==> config.mk <==
export PLATFORM = sky130hd
export DESIGN_NAME = clk_period_monitor
export DESIGN_NICKNAME = d
export VERILOG_FILES = /design/src/rtl/clk_period_monitor.sv
export SDC_FILE = /design/constraint.sdc
export NUM_CORES = 1
export LEC_CHECK = 0
export BUFFER_PORTS_ARGS = -buffer_cell sky130_fd_sc_hd__buf_4
export CAP_MARGIN = 20
export CORE_MARGIN = 2
export CORE_UTILIZATION = 55
export CTS_BUF_LIST = sky130_fd_sc_hd__clkbuf_8
export DETAILED_ROUTE_END_ITERATION = 10
export GPL_ROUTABILITY_DRIVEN = 0
export HOLD_SLACK_MARGIN = 0.06
export PLACE_DENSITY = 0.75
export RECOVER_POWER = 50
export REMOVE_ABC_BUFFERS = 1
export SYNTH_ARGS = -nofsm -noshare
export SYNTH_HDL_FRONTEND = slang
export SYNTH_SLANG_ARGS = --single-unit
==> constraint.sdc <==
create_clock -name clk -period 2.6 [get_ports clk]
set_clock_uncertainty 0.2 [all_clocks]
set_input_delay 0.26 -clock clk [delete_from_list [all_inputs] [get_ports clk]]
set_output_delay 0.26 -clock clk [all_outputs]
set_load 0.03 [all_outputs]
==> src/rtl/clk_period_monitor.sv <==
// ---------------------------------------------------------------------------
// clk_period_monitor
//
// Measures the period of an externally toggled, clock-like signal in units of
// the system clock. The monitored signal is synchronised, its rising edges
// are detected, and each complete rise-to-rise period is reported with a
// one-cycle valid strobe. It also flags two faults:
//   - stuck:    the source produced no edge for MAX_PERIOD cycles;
//   - fast_err: the source produced a period shorter than MIN_PERIOD cycles.
//
// Ports:
//   clk      in   system clock; all logic runs on its rising edge
//   rst      in   asynchronous active-high reset
//   en       in   monitor enable (level); low returns the monitor to idle
//   mon_in   in   monitored signal, asynchronous to clk
//   period_o out  last measured period in clk cycles, held between updates
//   valid    out  one-cycle strobe, period_o updated this cycle
//   fast_err out  one-cycle strobe, coincident with valid, period < MIN_PERIOD
//   stuck    out  one-cycle strobe, MAX_PERIOD cycles with no rising edge
//   busy     out  high while waiting for the first edge or measuring
// ---------------------------------------------------------------------------
module clk_period_monitor #(
  parameter int CNT_W      = 16,
  parameter int MIN_PERIOD = 4,
  parameter int MAX_PERIOD = 1000
) (
  input  logic             clk,
  input  logic             rst,
  input  logic             en,
  input  logic             mon_in,
  output logic [CNT_W-1:0] period_o,
  output logic             valid,
  output logic             fast_err,
  output logic             stuck,
  output logic             busy
);

  localparam logic [CNT_W-1:0] L_MAX = CNT_W'(MAX_PERIOD);
  localparam logic [CNT_W-1:0] L_MIN = CNT_W'(MIN_PERIOD);

  // S_ARM: waiting for the first edge, no reference point yet.
  // S_MEASURE: a reference edge has been seen, counting towards the next one.
  typedef enum logic [1:0] {
    S_IDLE    = 2'd0,
    S_ARM     = 2'd1,
    S_MEASURE = 2'd2
  } state_t;

  state_t           r_state;
  state_t           w_state_next;

  logic             r_sync1;
  logic             r_sync2;
  logic             r_edge;
  logic             w_rise;

  logic [CNT_W-1:0] r_cnt;
  logic [CNT_W-1:0] w_cnt_next;
  logic [CNT_W-1:0] w_cnt_inc;
  logic             w_timeout;

  logic [CNT_W-1:0] r_period;
  logic [CNT_W-1:0] w_period_next;
  logic             r_valid;
  logic             r_fast;
  logic             r_stuck;
  logic             r_busy;
  logic             w_valid_next;
  logic             w_fast_next;
  logic             w_stuck_next;

  // Rising edge of the synchronised input, one cycle wide.
  assign w_rise    = r_sync2 & ~r_edge;

  // The counter never exceeds MAX_PERIOD-1, so cnt+1 always fits in CNT_W
  // and equals the number of cycles elapsed since the last reference point.
  assign w_cnt_inc = r_cnt + CNT_W'(1);
  assign w_timeout = (w_cnt_inc == L_MAX);

  always_comb begin
    w_state_next  = r_state;
    w_cnt_next    = r_cnt;
    w_period_next = r_period;
    w_valid_next  = 1'b0;
    w_fast_next   = 1'b0;
    w_stuck_next  = 1'b0;

    if (!en) begin
      // Disabling always wins: any rise on this cycle is dropped.
      w_state_next = S_IDLE;
      w_cnt_next   = '0;
    end else begin
      case (r_state)
        S_IDLE: begin
          w_state_next = S_ARM;
          w_cnt_next   = '0;
        end
        S_ARM: begin
          if (w_rise) begin
            w_state_next = S_MEASURE;
            w_cnt_next   = '0;
          end else if (w_timeout) begin
            w_stuck_next = 1'b1;
            w_cnt_next   = '0;
          end else begin
            w_cnt_next   = w_cnt_inc;
          end
        end
        S_MEASURE: begin
          // A rise on the timeout cycle is a legal period of MAX_PERIOD.
          if (w_rise) begin
            w_period_next = w_cnt_inc;
            w_valid_next  = 1'b1;
            w_fast_next   = (w_cnt_inc < L_MIN);
            w_cnt_next    = '0;
          end else if (w_timeout) begin
            w_stuck_next  = 1'b1;
            w_cnt_next    = '0;
            w_state_next  = S_ARM;
          end else begin
            w_cnt_next    = w_cnt_inc;
          end
        end
        default: begin
          w_state_next = S_IDLE;
          w_cnt_next   = '0;
        end
      endcase
    end
  end

  always_ff @(posedge clk or posedge rst) begin
    if (rst) begin
      r_state  <= S_IDLE;
      r_sync1  <= 1'b0;
      r_sync2  <= 1'b0;
      r_edge   <= 1'b0;
      r_cnt    <= '0;
      r_period <= '0;
      r_valid  <= 1'b0;
      r_fast   <= 1'b0;
      r_stuck  <= 1'b0;
      r_busy   <= 1'b0;
    end else begin
      r_sync1  <= mon_in;
      r_sync2  <= r_sync1;
      r_edge   <= r_sync2;
      r_state  <= w_state_next;
      r_cnt    <= w_cnt_next;
      r_period <= w_period_next;
      r_valid  <= w_valid_next;
      r_fast   <= w_fast_next;
      r_stuck  <= w_stuck_next;
      // Registered copy of (state != IDLE), aligned with r_state.
      r_busy   <= (w_state_next != S_IDLE);
    end
  end

  assign period_o = r_period;
  assign valid    = r_valid;
  assign fast_err = r_fast;
  assign stuck    = r_stuck;
  assign busy     = r_busy;

endmodule

## After elaboration in Yosys (flattened, before gate mapping)

Cells that the tools add are included.

| cells by class | value |
|---|---|
| add/sub/neg operators | 1 |
| $lt $le $gt $ge | 1 |
| eq/ne operators | 3 |
| muxes and demuxes | 19 |
| bitwise operators | 2 |
| reductions and logical operators | 4 |

Operators with widths:

| cell | count |
|---|---|
| two-way mux 16 bit | 4 |
| adder 16 x 1 -> 16 bit (second input constant) | 1 |
| equality test 16 x 10 -> 1 bit (second input constant) | 1 |
| < comparator 16 x 3 -> 1 bit (second input constant) | 1 |
| two-way mux 1 bit | 10 |
| two-way mux 2 bit | 4 |
| one-hot mux 2 bit (3 select lines) | 1 |
| AND reduction 3 bit | 1 |
| equality test 2 x 1 -> 1 bit (second input constant) | 1 |
| equality test 2 bit (second input constant) | 1 |
| logical NOT 2 bit | 1 |
| nonzero test 2 bit | 1 |
| OR reduction 2 bit | 1 |
| AND 1 bit | 1 |
| inverter 1 bit | 1 |

| word-level totals | value |
|---|---|
| flip-flop bits (word level) | 41 |
| output and inout port bits | 20 |
| logic and storage cells | 40 |

## Depth between registers and ports, before layout

| depth | value |
|---|---|
| word-level depth | 7 |
| depth in mapped cells | 7 |
| mapped depth without buffers | 7 |

## Least setup slack after synthesis

No wires, ideal clock.

| timing path | value |
|---|---|
| path kind | flip-flop to flip-flop |
| start point | register r_cnt[0] |
| end point | register r_stuck, in the netlist stuck |
| setup time | 0.068 ns |
| data arrival time | 2.134 ns |
| required time | 2.332 ns |
| path slack | 0.198 ns |
| cell stages (with the launch flop) | 8 |
| buffers on the path | 0 |
| path through | dfrtp_1 > ha_1 > nand3_1 > or3_1 > a211oi_2 > nor4b_4 > nor3b_4 > and4_1 |

| on the way | value |
|---|---|
| longest elaborated chain between the ends | 6 |

Ends and longest elaborated chain:

| what | line | text |
|---|---|---|
| from (decl) | 57 | `logic [CNT_W-1:0] r_cnt;` |
| from (signal assigned) | 149 | `r_cnt <= w_cnt_next;` |
| adder 16 x 1 -> 16 bit | 77 | `assign w_cnt_inc = r_cnt + CNT_W'(1);` |
| equality test 16 x 10 -> 1 bit | 78 | `assign w_timeout = (w_cnt_inc == L_MAX);` |
| two-way mux 1 bit | 102, 116 |  |
| two-way mux 1 bit | 111 | `if (w_rise) begin` |
| two-way mux 1 bit | - |  |
| two-way mux 1 bit | 88 | `if (!en) begin` |
| named net w_stuck_next | 70 | `logic w_stuck_next;` |
| to (signal assigned) | 153 | `r_stuck <= w_stuck_next;` |
| to (decl) | 66 | `logic r_stuck;` |

The timed path passes the listed nets, and every way through them passes these cells.
A chain may end at the register's enable or synchronous reset.

## Final worst setup path

| timing path | value |
|---|---|
| start point | register r_cnt[4] |
| end point | register r_cnt[3] |

| on the way | value |
|---|---|
| longest elaborated chain between the ends | 6 |

Ends and longest elaborated chain:

| what | line | text |
|---|---|---|
| adder 16 x 1 -> 16 bit | 77 |  |
| equality test 16 x 10 -> 1 bit | 78 |  |
| two-way mux 16 bit | 102, 116 |  |
| two-way mux 16 bit | 111 |  |
| two-way mux 16 bit | - |  |
| two-way mux 16 bit | 88 |  |
| named net w_cnt_next[3] | 58 | `logic [CNT_W-1:0] w_cnt_next;` |

The timed path passes the listed nets, and every way through them passes these cells.

==> impl_metrics.yaml <==
synthesis:
  ys_top_cells_by_count: "dfrtp_1, nand2_1, o21ai_0"
  yosysTopAreaCell: "dfrtp_1"
  ys_seq_area_frac: 0.555
  synth-seq-cells: 41
  async_reset_ff_frac: 1.00
  synthTopCellsByArea: "dfrtp_1, xnor2_1, o21ai_0, nand2_1, ha_1"
  yosysUniqueCellTypes: 30
  synth_edf_count: 0
  synth_most_common_cell: "dfrtp_1"
  synthFlopType: "dfrtp_1"
  synth_top_area_frac: 0.555
  ys_warn_count: 0
  synth_cells: 177
  netlist_area_um2: 1850
  synth.avg_cell_area_um2: 10.4
worst_setup_path:
  cp.required_ns: 2.55
  r2r-start: "r_cnt[4]$_DFF_PP0_"
  crit_start: "r_cnt[4]$_DFF_PP0_"
  start_kind: "register"
  crit_type: "register to register"
  r2r-end: "r_cnt[3]$_DFF_PP0_"
  crit_path_end_kind: "register"
  r2r_slack_ns: 0.08
  rr_worst_depth: 8
  cp.arrival_ns: 2.47
  crit_path_max_fanout: 8
finish:
  multi_input_area_um2: 867
  seqCellArea_um2: 1030
  final_cells: 261
  syn2layout_area_growth_pct: 25.2
  fillers: 244
  utilization: 0.705
  final_nets: 223
  drive_gt1_frac: 0.233
  num_antenna_cells: 0
timing:
  period_needed_ns: 2.52
  max_freq_mhz: 397
  slew_violations: 0
  slew_headroom: 0.360
  setup_slack_ns: 0.0831
  min_period_over_period: 0.968
  setup_viol_count_final: 0
  finalHoldViolCount: 0
  worstMarginPinSlew_ns: 0.960
place:
  port_buffers: 23
  preCtsSetupSlack_ns: -0.00867
  dp_cells: 247
  hpwl_um: 2720
grt:
  grt_overflow: 0
  grt_start_max_net_pins: 42
  grt_pass1_wl_um: 6020
  grt_usage: 0.216
  grt_pass1_vias: 1360
  grt_antenna_before_repair: 0
clocking:
  cts_buffer_depth: 2
  h-tree-depth: 2
  clkLatencyLatePin_ns: 0.30
  cts-root-buf: "clkbuf_8"
  cts.sinks: 41
  cts_tree: "yes"
  numCtsBuffers: 5
  clk_pin_slew_worst_paths_ns: 0.08
hold_path:
  worstHoldPathCells: 2
  worstHoldStart: "en"
  hp-class: "input port to register"
  hold_end: "stuck$_DFF_PP0_"
floorplanning:
  die-area_um2: 3840
  ioPinCount: 24
  die_w_um: 62.0
  coreArea_um2: 3280
  placementRows: 21
  initial_core_util: 0.563
  die_height_um: 62.0
job:
  cap_violations: 0
power_and_ir_drop:
  ir_worst_vdd_mv: 0.540
  p_per_area_nw_per_um2: 542
  p_leak_uw: 0.00105
route:
  routed_wl_um: 4040
  antenna_left: 0
  drc: 0
  vias_per_cell: 5.69
  drtIter0Drc: 112
  firstDrtPassIters: 5
  vias: 1486
  wire_per_inst_um: 15.5
status:
  outcome: "complete, no violations"
cell families after synthesis:
logic type | synth area share
xor gates and xnor gates | 0.0616
adders and majority gates | 0.0338
AOI/OAI and AO/OA | 0.0771
and+or+nand+nor | 0.244
buffers and inverters | 0.0223
muxes | 0.00609
DFF | 0.555
area by class of cell:
cell class / instances / share of cell area
clock buffers: 5 / 0.0297
clock inverters: 3 / 0.0184
inverters: 7 / 0.0113
multi-input cells: 126 / 0.374
flip-flops and latches: 41 / 0.445
well taps: 46 / 0.0249
repair buffers: 33 / 0.0967
layout by cell type, fill, tap and decap left out, types with 5 or more instances in the layout:
master / netlist / layout
o21ai_0: 18 / 18
nor2_1: 14 / 14
nand4_1: 6 / 6
nor3_1: 12 / 12
clkbuf_8: 0 / 5
nand3_1: 9 / 8
nand2_1: 21 / 21
buf_4: 0 / 21
clkbuf_1: 4 / 7
dfrtp_1: 41 / 38
xnor2_1: 11 / 11
inv_1: 7 / 8
through the flow:
| stage | instance area (µm²) | total power, µW | TNS, ns | hold slack [ns] |
|---|---|---|---|---|
| final | 2320 | 1260 | 0 | 0.0743 |
| after CTS | 2240 | 1260 | 0 | 0.0683 |
| after floorplan | 1830 | 731 | 0 | 0.0914 |
| after global placement | 2100 | 761 | 0 | 0.133 |
| after detailed placement | 2100 | 767 | -0.00867 | 0.151 |
| after global routing | 2320 | 1310 | -0.0138 | 0.0937 |
sequential cells by signal, indices dropped and copies added, names as in the netlist:
signal	flops
r_sync2	1
r_cnt	16
busy	1
valid	1
period_o	16
r_edge	1
r_state	2
stuck	1
fast_err	1
r_sync1	1
where the power goes:
part	switching [µW]	total, µW	leakage, µW	internal, µW
Combinational	63.2	94.8	0.000433	31.6
Sequential	9.90	661	0.000553	651
Clock	216	500	0.0000595	284
timing repair:
item                                   4_1_cts  5_1_grt
cloned                                       0        1
setup buffers                                0        3
hold buffers                                 2        0
gates resized for setup                      2       12
setup endpoints to repair                    1       12
endpoints found under the hold margin       42        0
pin swaps                                    0        2
worst max path at each step:
stage                                     to  slack (ns)  cells past startpoint
final                     r_cnt[3]$_DFF_PP0_        0.08                      8
after global routing          busy$_DFF_PP0_       -0.01                      7
after CTS                     busy$_DFF_PP0_       0.007                      7
after detailed placement      busy$_DFF_PP0_      -0.009                      7
after global placement    r_cnt[5]$_DFF_PP0_        0.13                      8
after floorplan              stuck$_DFF_PP0_        0.20                      7
worst max-delay path: stages, from the launching register on:
cell and delay, ns:
dfrtp_1 0.48, nand4_2 0.25, nor4_4 0.35, xnor2_1 0.21, nand4_1 0.18, buf_4 0.18, nor3b_4 0.23, buf_4 0.20
nor3_1 0.07
layer usage:
layer / wire, µm / track usage / share of wire
met1: 1700 / 0.288 / 0.42
met2: 2020 / 0.327 / 0.50
met3: 243 / 0.0683 / 0.060
met4: 73 / 0.0851 / 0.018
met5: 0 / 0 / 0
Power figures use the tool's default switching activity.
